File: config.mk
export PLATFORM = sky130hd
export DESIGN_NAME = coin_hopper_ctrl
export DESIGN_NICKNAME = d
export VERILOG_FILES = /design/src/rtl/coin_hopper_ctrl.sv
export SDC_FILE = /design/constraint.sdc
export NUM_CORES = 1
export LEC_CHECK = 0
export ABC_AREA = 0
export CAP_MARGIN = 5
export CORE_MARGIN = 2
export CORE_UTILIZATION = 63
export DETAILED_ROUTE_END_ITERATION = 10
export DONT_BUFFER_PORTS = 1
export PLACE_DENSITY = 0.8
export SLEW_MARGIN = 20
export SYNTH_ARGS = -nofsm -noshare
export SYNTH_HDL_FRONTEND = slang
export SYNTH_SLANG_ARGS = --single-unit
File: constraint.sdc
create_clock -name clk -period 3.8 [get_ports clk]
set_clock_uncertainty 0.15 [all_clocks]
set_input_delay 0.19 -clock clk [delete_from_list [all_inputs] [get_ports clk]]
set_output_delay 0.19 -clock clk [all_outputs]
set_load 0.05 [all_outputs]
File: src/rtl/coin_hopper_ctrl.sv
// Coin hopper controller: queues 5c/10c change requests, drives one hopper motor at a time,
// tracks per-denomination inventory, substitutes two 5c coins for a 10c coin when needed, and detects jams.
module coin_hopper_ctrl #(
    parameter int unsigned TIMEOUT_CYCLES = 1000,
    parameter int unsigned INIT_INV       = 20
) (
    input  logic       clk,
    input  logic       rst,
    input  logic       change_5C,
    input  logic       change_10C,
    input  logic       coin_sensed_5C,
    input  logic       coin_sensed_10C,
    input  logic       refill_5C,
    input  logic       refill_10C,
    input  logic [7:0] refill_count,
    input  logic       jam_clear,
    output logic       eject_5C,
    output logic       eject_10C,
    output logic       busy,
    output logic       jam,
    output logic       out_of_change,
    output logic       req_drop
);

    localparam int unsigned   TW     = (TIMEOUT_CYCLES > 2) ? $clog2(TIMEOUT_CYCLES) : 1;
    localparam logic [TW-1:0] T_LAST = TW'(TIMEOUT_CYCLES - 1);

    typedef enum logic [2:0] {
        S_IDLE,
        S_EJECT10,
        S_EJECT5,
        S_GAP,
        S_JAM
    } state_t;

    state_t        state, state_n;
    logic [TW-1:0] tcnt, tcnt_n;
    logic [3:0]    pend_5, pend_10, pend_5_n, pend_10_n;
    logic [7:0]    inv_5, inv_10, inv_5_n, inv_10_n;
    logic          svc5, svc10, sub, ooc_n;
    logic          drop5, drop10;
    logic [5:0]    sum5, sum10;

    always_comb begin
        state_n   = state;
        tcnt_n    = tcnt;
        svc5      = 1'b0;
        svc10     = 1'b0;
        sub       = 1'b0;
        ooc_n     = 1'b0;
        sum5      = '0;
        sum10     = '0;
        drop5     = 1'b0;
        drop10    = 1'b0;
        pend_5_n  = pend_5;
        pend_10_n = pend_10;
        inv_5_n   = inv_5;
        inv_10_n  = inv_10;

        case (state)
            S_IDLE: begin
                if (pend_10 != 4'd0 && inv_10 != 8'd0) begin
                    state_n = S_EJECT10;
                    tcnt_n  = '0;
                end else if (pend_10 != 4'd0 && inv_5 >= 8'd2) begin
                    // No 10c coins left: convert one 10c request into two 5c requests.
                    sub = 1'b1;
                end else if (pend_5 != 4'd0 && inv_5 != 8'd0) begin
                    state_n = S_EJECT5;
                    tcnt_n  = '0;
                end else begin
                    ooc_n = (pend_5 != 4'd0) || (pend_10 != 4'd0);
                end
            end
            S_EJECT10: begin
                if (coin_sensed_10C) begin
                    svc10   = (pend_10 != 4'd0);
                    state_n = S_GAP;
                end else if (tcnt == T_LAST) begin
                    state_n = S_JAM;
                end else begin
                    tcnt_n = tcnt + 1'b1;
                end
            end
            S_EJECT5: begin
                if (coin_sensed_5C) begin
                    svc5    = (pend_5 != 4'd0);
                    state_n = S_GAP;
                end else if (tcnt == T_LAST) begin
                    state_n = S_JAM;
                end else begin
                    tcnt_n = tcnt + 1'b1;
                end
            end
            S_GAP: state_n = S_IDLE;
            S_JAM: begin
                if (jam_clear) begin
                    state_n = S_IDLE;
                end
            end
            default: state_n = S_IDLE;
        endcase

        // Widened arithmetic so a request landing on a full counter is visible as overflow.
        sum5      = 6'(pend_5) + 6'(change_5C) + (sub ? 6'd2 : 6'd0) - 6'(svc5);
        sum10     = 6'(pend_10) + 6'(change_10C) - 6'(svc10) - 6'(sub);
        drop5     = (sum5 > 6'd15);
        drop10    = (sum10 > 6'd15);
        pend_5_n  = drop5 ? 4'd15 : sum5[3:0];
        pend_10_n = drop10 ? 4'd15 : sum10[3:0];

        if (svc5 && inv_5 != 8'd0) begin
            inv_5_n = inv_5 - 8'd1;
        end
        if (svc10 && inv_10 != 8'd0) begin
            inv_10_n = inv_10 - 8'd1;
        end
        if (refill_5C) begin
            inv_5_n = refill_count;
        end
        if (refill_10C) begin
            inv_10_n = refill_count;
        end
    end

    always_ff @(posedge clk) begin
        if (!rst) begin
            state         <= S_IDLE;
            tcnt          <= '0;
            pend_5        <= '0;
            pend_10       <= '0;
            inv_5         <= 8'(INIT_INV);
            inv_10        <= 8'(INIT_INV);
            eject_5C      <= 1'b0;
            eject_10C     <= 1'b0;
            jam           <= 1'b0;
            out_of_change <= 1'b0;
            req_drop      <= 1'b0;
        end else begin
            state         <= state_n;
            tcnt          <= tcnt_n;
            pend_5        <= pend_5_n;
            pend_10       <= pend_10_n;
            inv_5         <= inv_5_n;
            inv_10        <= inv_10_n;
            eject_5C      <= (state_n == S_EJECT5);
            eject_10C     <= (state_n == S_EJECT10);
            jam           <= (state_n == S_JAM);
            out_of_change <= ooc_n;
            req_drop      <= drop5 | drop10;
        end
    end

    assign busy = (state != S_IDLE) || (pend_5 != 4'd0) || (pend_10 != 4'd0);

endmodule

==> results.md, run 1 <==
- Critical path launch point type: flop
- Pre-CTS WS: 210.1 ps
- Synth Cell Area: 2584 sq um
- CP max stage delay: 590 ps
- DR iter-0 viols: 129
- CTS clk-pin slew, worst paths: 80 ps
- Yosys top cell area share: 0.3254
- Antenna-violating nets left: 0
- Register bit total from synthesis: 42
- Core area: 3971 sq um
- Post-synthesis sequential area ratio: 0.3254
- Hold Slack: 13.69 ps
- Nets: 353
- Clock root buffer: clkbuf_8
- Die width: 68.04 um
- CP Launch Point: inv_10[2]$_SDFFE_PN1P_
- FF-to-FF setup slack: 210 ps
- Critical Path End Type: flop
- Asr flop ratio synth: 0
- Tcrit/Tclk final: 0.9443
- Net Sw Frac: 0.4053
- Cells along the critical path: or4_4 > o31ai_2 > and2_1 > nand2_1 > ha_1 > fa_1 > nand2b_1 > a21oi_1 > nor3_1 > a211oi_1 > buf_4 > a31oi_1
- Seq pwr share: 0.343
- Clock share of power: 0.184
- FF-to-FF End: req_drop$_SDFF_PN0_
- Worst skew pair latency: 300 ps
- Fmax: 278.7 MHz
- Net count after synthesis: 344
- WP data required: 3800 ps
- WHS Endpoint: pend_5[0]$_SDFF_PN0_
- Main flop type after synthesis: dfxtp_1
- Layout cells sized above 1: 0.09841
- Max-slew violation count: 0
- CTS sink count: 42
- Status: complete, no violations
- Slew headroom: 0.4985
- # IOs: 23
- Internal power: 1.104 mW
- # setup viols final: 0
- Max Root-Sink Buffers: 2
- Setup ws final: 211.7 ps
- Crit path max-delay family: simple AND/OR/NAND/NOR gates
- Maximum VDD drop: 383.0 uV
- Worst Hold Class: in2reg
- Antenna violations before repair: 0
- Unique masters post-synth: 58
- Mapped Cells: 305
- Number of synthesized flops with an enable pin: 0
- Die height: 68.04 um
- Most frequent cells after synthesis: 42 x dfxtp_1, 33 x inv_1, 23 x a21oi_1
- Bufs and invs on worst path: 1
- Syn Area/Cell: 8.471 sq um
- Syn. warnings: 0
- Via count: 2199
- Gr usage total: 0.2494
- Top cells by area, synth: dfxtp_1 33%, ha_1 9.2%, inv_1 4.8%, a21oi_1 4.5%, nand2_1 2.8%
- Unrepaired setup endpoints after global routing: no
- Combinational share of power: 0.473
- Slowest cell on the critical path: or4_4
- Switching pwr: 0.7524 mW
- Worst Hold Launch: change_5C
- Vias per inst: 6.025
- Area growth syn-to-layout: 10.51%
- Most frequent cell after synthesis: dfxtp_1
- Overflow after GRT: 0
- Row count: 23
- Drt drc: 0
- Reg2reg start: inv_10[2]$_SDFFE_PN1P_
- H-tree levels: 2
- Routed len/inst: 14.66 um
- WS Path Type: reg2reg
- Period minus WS final: 3588 ps
- Max-capacitance violation count: 0
- Hold path cells: 3
- Total power: 1.856 mW
- Buffers on Ports: 0
- Cts bufs inserted: 5
- Ant. Diodes: 0
- CP Data Arrival Time: 3590 ps
- Largest area contributor in the netlist: dfxtp_1
- Gpl congestion: 0.7840
- Final Hold Fails: 0
- Fin util: 0.7190
- CTS tree: built
- Initial DRT Pass Iterations: 4
- Critical path peak fanout: 6
- Routed wire length: 5351 um
- PD cells: 650.1 nW/um^2
- Initial Utilization: 0.6506
- P_leak: 1.147 nW
- Largest net degree at the start of global routing: 24
- Vias in the first global route: 1878
- Post-DP HPWL: 3650 um
- Reg2Reg Depth: 12
- Post-route setup TNS: 0 ps
- Die Area: 4629 sq um
- Worst slew pin tran: 749.8 ps
- Global-route wire length before repair: 8569 um
stage by stage:
step	cells	area, sq um
detailed placement	345	2608
finish	365	2855
CTS	365	2838
global placement	345	2608
global route	365	2855
floorplan	305	2584
what timing repair did:
item,in CTS,in global routing
buffers inserted,0,0
gates resized for setup,0,3
hold buffers,12,0
endpoints found under the setup margin,0,5
hold endpoints to repair,24,0
layout make-up:
type                    count  area, sq um
multi-input cells         217         1579
fillers                   314         1116
flip-flops and latches     42        840.8
repair buffers             14        135.1
inverters                  34        127.6
clock buffers               8        110.1
well taps                  50        62.56
cells in the final DEF (no fill, tap or decap), types with 3 or more instances in the layout:
cell type	Yosys	layout
a21oi_1	23	23
a311oi_1	6	6
a31oi_1	7	7
and2_1	3	3
and3_1	4	4
clkbuf_8	0	8
dfxtp_1	42	42
dlygate4sd3_1	0	12
fa_1	3	3
ha_1	19	19
inv_1	33	33
nand2_1	19	19
nand2b_1	3	3
nand3_1	10	10
nand4_1	5	5
nand4b_1	3	3
nor2_1	15	15
nor3_1	11	11
nor3b_1	4	3
nor4_1	3	3
o21a_1	4	4
o21ai_0	13	13
o21bai_1	3	3
or3_1	6	6
xnor2_1	7	6
xor2_1	8	8
tightest hold or removal path: stages:
cell and delay (ps):
ha_1 100, inv_1 40, a21oi_1 100
worst max path at each step:
stage,slack [ps],endpoint,cells after the start
after global routing,50,pend_5[0]$_SDFF_PN0_,14
after CTS,130,req_drop$_SDFF_PN0_,12
after floorplan,380,req_drop$_SDFF_PN0_,11
after global placement,310,pend_10[1]$_SDFF_PN0_,14
after detailed placement,210,pend_10[1]$_SDFF_PN0_,14
final,210,req_drop$_SDFF_PN0_,12
layer usage:
metal	up-vias	part of all wire	track usage
met5	-	0	0
met4	0	0.022	0.09750
met3	10	0.041	0.06250
met2	47	0.48	0.4005
met1	1028	0.46	0.3207
li1	1114	-	-
power by group through the flow:
stage	logic [mW]	clock network (mW)	registers, mW
2_1_floorplan	0.680	0	0.618
3_5_place_dp	0.816	0	0.646
5_1_grt	0.990	0.360	0.650
6_report	0.878	0.341	0.638
4_1_cts	0.856	0.345	0.635
3_3_place_gp	0.804	0	0.646
state kept, by name, summed over array words and instances (netlist names), 3 cells and up:
| register | flops |
|---|---|
| pend_10 | 4 |
| pend_5 | 4 |
| tcnt | 10 |
| state | 3 |
| inv_10 | 8 |
| inv_5 | 8 |
logic make-up after synthesis:
kind of cell	share of synthesized area
and+or+nand+nor	0.2266
AOI/OAI and AO/OA	0.1995
buffers and inverters	0.07022
DFF	0.3254
adders and majority gates	0.1153
xor gates and xnor gates	0.05085
muxes	0.01211
(Power assumes the default switching activity.)
==> run 2, diff against run 1 <==
--- a/config.mk
+++ b/config.mk
@@ -6,11 +6,11 @@
 export NUM_CORES = 1
 export LEC_CHECK = 0
 export ABC_AREA = 0
+export BUFFER_PORTS_ARGS = -buffer_cell sky130_fd_sc_hd__buf_2
 export CAP_MARGIN = 5
 export CORE_MARGIN = 2
-export CORE_UTILIZATION = 63
+export CORE_UTILIZATION = 59
 export DETAILED_ROUTE_END_ITERATION = 10
-export DONT_BUFFER_PORTS = 1
 export PLACE_DENSITY = 0.8
 export SLEW_MARGIN = 20
 export SYNTH_ARGS = -nofsm -noshare
==> run 2 against run 1 <==
Against the previous run:
- cell count rose by 4.1%
- critical path type unchanged
- power fell by 2.7%
- highest routed layer unchanged
- non-clock buffer count rose by 13
- combinational power rose by 3.9%
- core utilization fell by 5.7 points
- critical endpoint is now pend_10[1]$_SDFF_PN0_
- register-to-register slack improved by 60 ps
==> results.md, run 2 (synthesis gave the netlist of run 1 again) <==
- Status: complete, no violations
- Post-DP HPWL: 3919 um (+7.4%)
- Fmax: 283.4 MHz (+1.7%)
- CP max stage delay: 500 ps (-90 ps)
- H-tree levels: 2 (unchanged)
- CTS sink count: 42 (unchanged)
- Cts bufs inserted: 5 (unchanged)
- Post-route setup TNS: 0 ps (unchanged)
- Critical path launch point type: flop
- Max-slew violation count: 0 (unchanged)
- Routed len/inst: 13.85 um (-5.5%)
- Nets: 366 (+3.7%)
- Slew headroom: 0.4803 (-0.01822)
- PD cells: 634.8 nW/um^2 (-2.4%)
- Area growth syn-to-layout: 10.07%
- Multi-input gate area: 1567 sq um (-0.79%)
- Tcrit/Tclk final: 0.9287 (-0.01563)
- CP Launch Point: pend_10[2]$_SDFF_PN0_
- CP Data Arrival Time: 3570 ps (-20 ps)
- Initial DRT Pass Iterations: 4 (unchanged)
- Routed wire length: 5262 um (-1.7%)
- Vias in the first global route: 2032 (+8.2%)
- Antenna-violating nets left: 0 (unchanged)
- CTS tree: built
- Worst Hold Class: in2reg
- Reg2reg start: pend_10[2]$_SDFF_PN0_
- # IOs: 23 (unchanged)
- Final Hold Fails: 0 (unchanged)
- Reg with most FFs: tcnt
- Max-capacitance violation count: 0 (unchanged)
- Cell Area, Placed: 2728 sq um (+4.6%)
- Die Area: 4925 sq um (+6.4%)
- Reg2Reg Depth: 16 (+4)
- Fin util: 0.6623 (-0.05667)
- CP dominant cell by count: inv_1
- CTS clk-pin slew, worst paths: 80 ps (about the same)
- Overflow after GRT: 0 (unchanged)
- FF-to-FF End: pend_10[1]$_SDFF_PN0_
- Cells along the critical path: inv_1 > ha_1 > or3b_2 > o31ai_2 > and2_1 > nand2_1 > inv_1 > fa_1 > inv_1 > ha_1 > ha_1 > inv_1 > fa_1 > nand2_1 > nand2_1 > o21a_1
- Largest net degree at the start of global routing: 29 (+21%)
- Layout cells sized above 1: 0.1555 (+0.05708)
- Die width: 70.18 um (+3.1%)
- Via count: 2261 (+2.8%)
- Maximum VDD drop: 350.9 uV (-8.4%)
- Met3 Usage GRT: 0.05339 (-0.009109)
- Clock root buffer: clkbuf_8
- Critical Path End Type: flop
- Core area: 4294 sq um (+8.1%)
- Global-route wire length before repair: 8942 um (+4.4%)
- Slowest cell on the critical path: or3b_2
- FF-to-FF setup slack: 270 ps (+60 ps)
- GRT Max-Usage Layer: met2
- Row count: 24 (+4.3%)
- Vias per inst: 5.950 (-1.2%)
- Antenna violations before repair: 0 (unchanged)
- Period minus WS final: 3529 ps (-59.39 ps)
- Commonest non-fill, non-tap cell in the layout: dfxtp_1
- Unrepaired setup endpoints after global routing: no
- Critical path peak fanout: 4 (-2)
- WP data required: 3840 ps (+40 ps)
- Ant. Diodes: 0 (unchanged)
- Die height: 70.18 um (+3.1%)
- Number of flip-flops in the largest register: 10 (unchanged)
- Fillers: 354 (+13%)
- Initial Utilization: 0.6017 (-0.04891)
- Met1 usage: 0.2860 (-0.03476)
- Post-CTS setup buffer count: 0 (unchanged)
- Biggest regs: tcnt: 10 flops, inv_10: 8 flops, inv_5: 8 flops
- Gpl congestion: 0.8726 (+11%)
- Worst slew pin tran: 778.7 ps (+28.95 ps)
- P_leak: 1.190 nW (+3.7%)
- Crit path max-delay family: adder cells
- Final instance area: 2844 sq um (-0.39%)
- Crit path to: pend_10[1]$_SDFF_PN0_
- Critical path depth: 16 (+4)
- DR iter-0 viols: 236 (+83%)
- # setup viols final: 0 (unchanged)
- Commonest cells after routing, fill and taps aside: 42 x dfxtp_1, 33 x inv_1, 23 x a21oi_1
- Met2 usage: 0.3746 (-0.02588)
- WS Path Type: reg2reg
- Max Root-Sink Buffers: 2 (unchanged)
- Storage cell area: 840.8 sq um (unchanged)
- Drt drc: 0 (unchanged)
- Worst skew pair latency: 290 ps (about the same)
- Bufs and invs on worst path: 4 (+3)
- Gr usage total: 0.2245 (-0.02492)
- Buffers on Ports: 22 (+22)
==> run 2: cell count changes in the layout (fill, tap and decap cells not counted), sizes merged <==
cell         change
buf             +23
clkinv           +1
dlygate4sd3     -10
clkbuf           -1
==> run 2: timing repair <==
| action | CTS | global route |
|---|---|---|
| endpoints found under the setup margin | 0 | 4 |
| gates resized for setup | 0 | 1 |
| hold endpoints to repair | 2 | 0 |
| hold buffers | 2 | 0 |
==> run 2: per-stage QoR <==
stage	hold WS (ps)	total power, mW	setup WS (ps)	std cells
6_report	35.77	1.805	271.1	380
5_1_grt	46.50	1.956	55.81	380
4_1_cts	26.08	1.807	217.2	380
3_5_place_dp	302.3	1.502	246.4	370
3_3_place_gp	304.0	1.482	309.3	370
2_1_floorplan	170.4	1.299	377.6	305
==> run 2: how the worst min path moves through the flow <==
stage,endpoint,slack [ps],start,depth (start not counted)
after floorplan,inv_5[6]$_SDFFE_PN0P_,170,refill_count[6],2
after global placement,inv_5[6]$_SDFFE_PN0P_,300,refill_count[6],3
after detailed placement,inv_5[6]$_SDFFE_PN0P_,300,refill_count[6],3
after CTS,inv_5[4]$_SDFFE_PN1P_,30,refill_count[4],3
after global routing,inv_5[4]$_SDFFE_PN1P_,50,refill_count[4],3
final,inv_5[4]$_SDFFE_PN1P_,40,refill_count[4],3
==> run 2: report_power, final <==
part	internal (mW)	switching (mW)
clock	0.147	0.151
sequential	0.523	0.0713
combinational	0.395	0.517
==> run 2: final cells by class <==
cell class              instances  area share
multi-input cells             217      0.5508
flip-flops and latches         42      0.2956
repair buffers                 27     0.05367
inverters                      34     0.04487
clock buffers                   7     0.03036
well taps                      52     0.02288
clock inverters                 1    0.001760
==> run 2: layer usage <==
layer | routed length [um] | vias to the layer above
li1 | - | 1139
met1 | 2459 | 1061
met2 | 2508 | 53
met3 | 232 | 8
met4 | 61 | 0
met5 | 0 | -
==> run 2: worst register-to-register path, stage by stage (launching register included) <==
cell,delay (ps)
dfxtp_1,350
inv_1,110
ha_1,170
or3b_2,500
o31ai_2,110
and2_1,210
nand2_1,90
inv_1,90
fa_1,400
inv_1,70
ha_1,140
ha_1,150
inv_1,50
fa_1,400
nand2_1,150
nand2_1,80
o21a_1,180
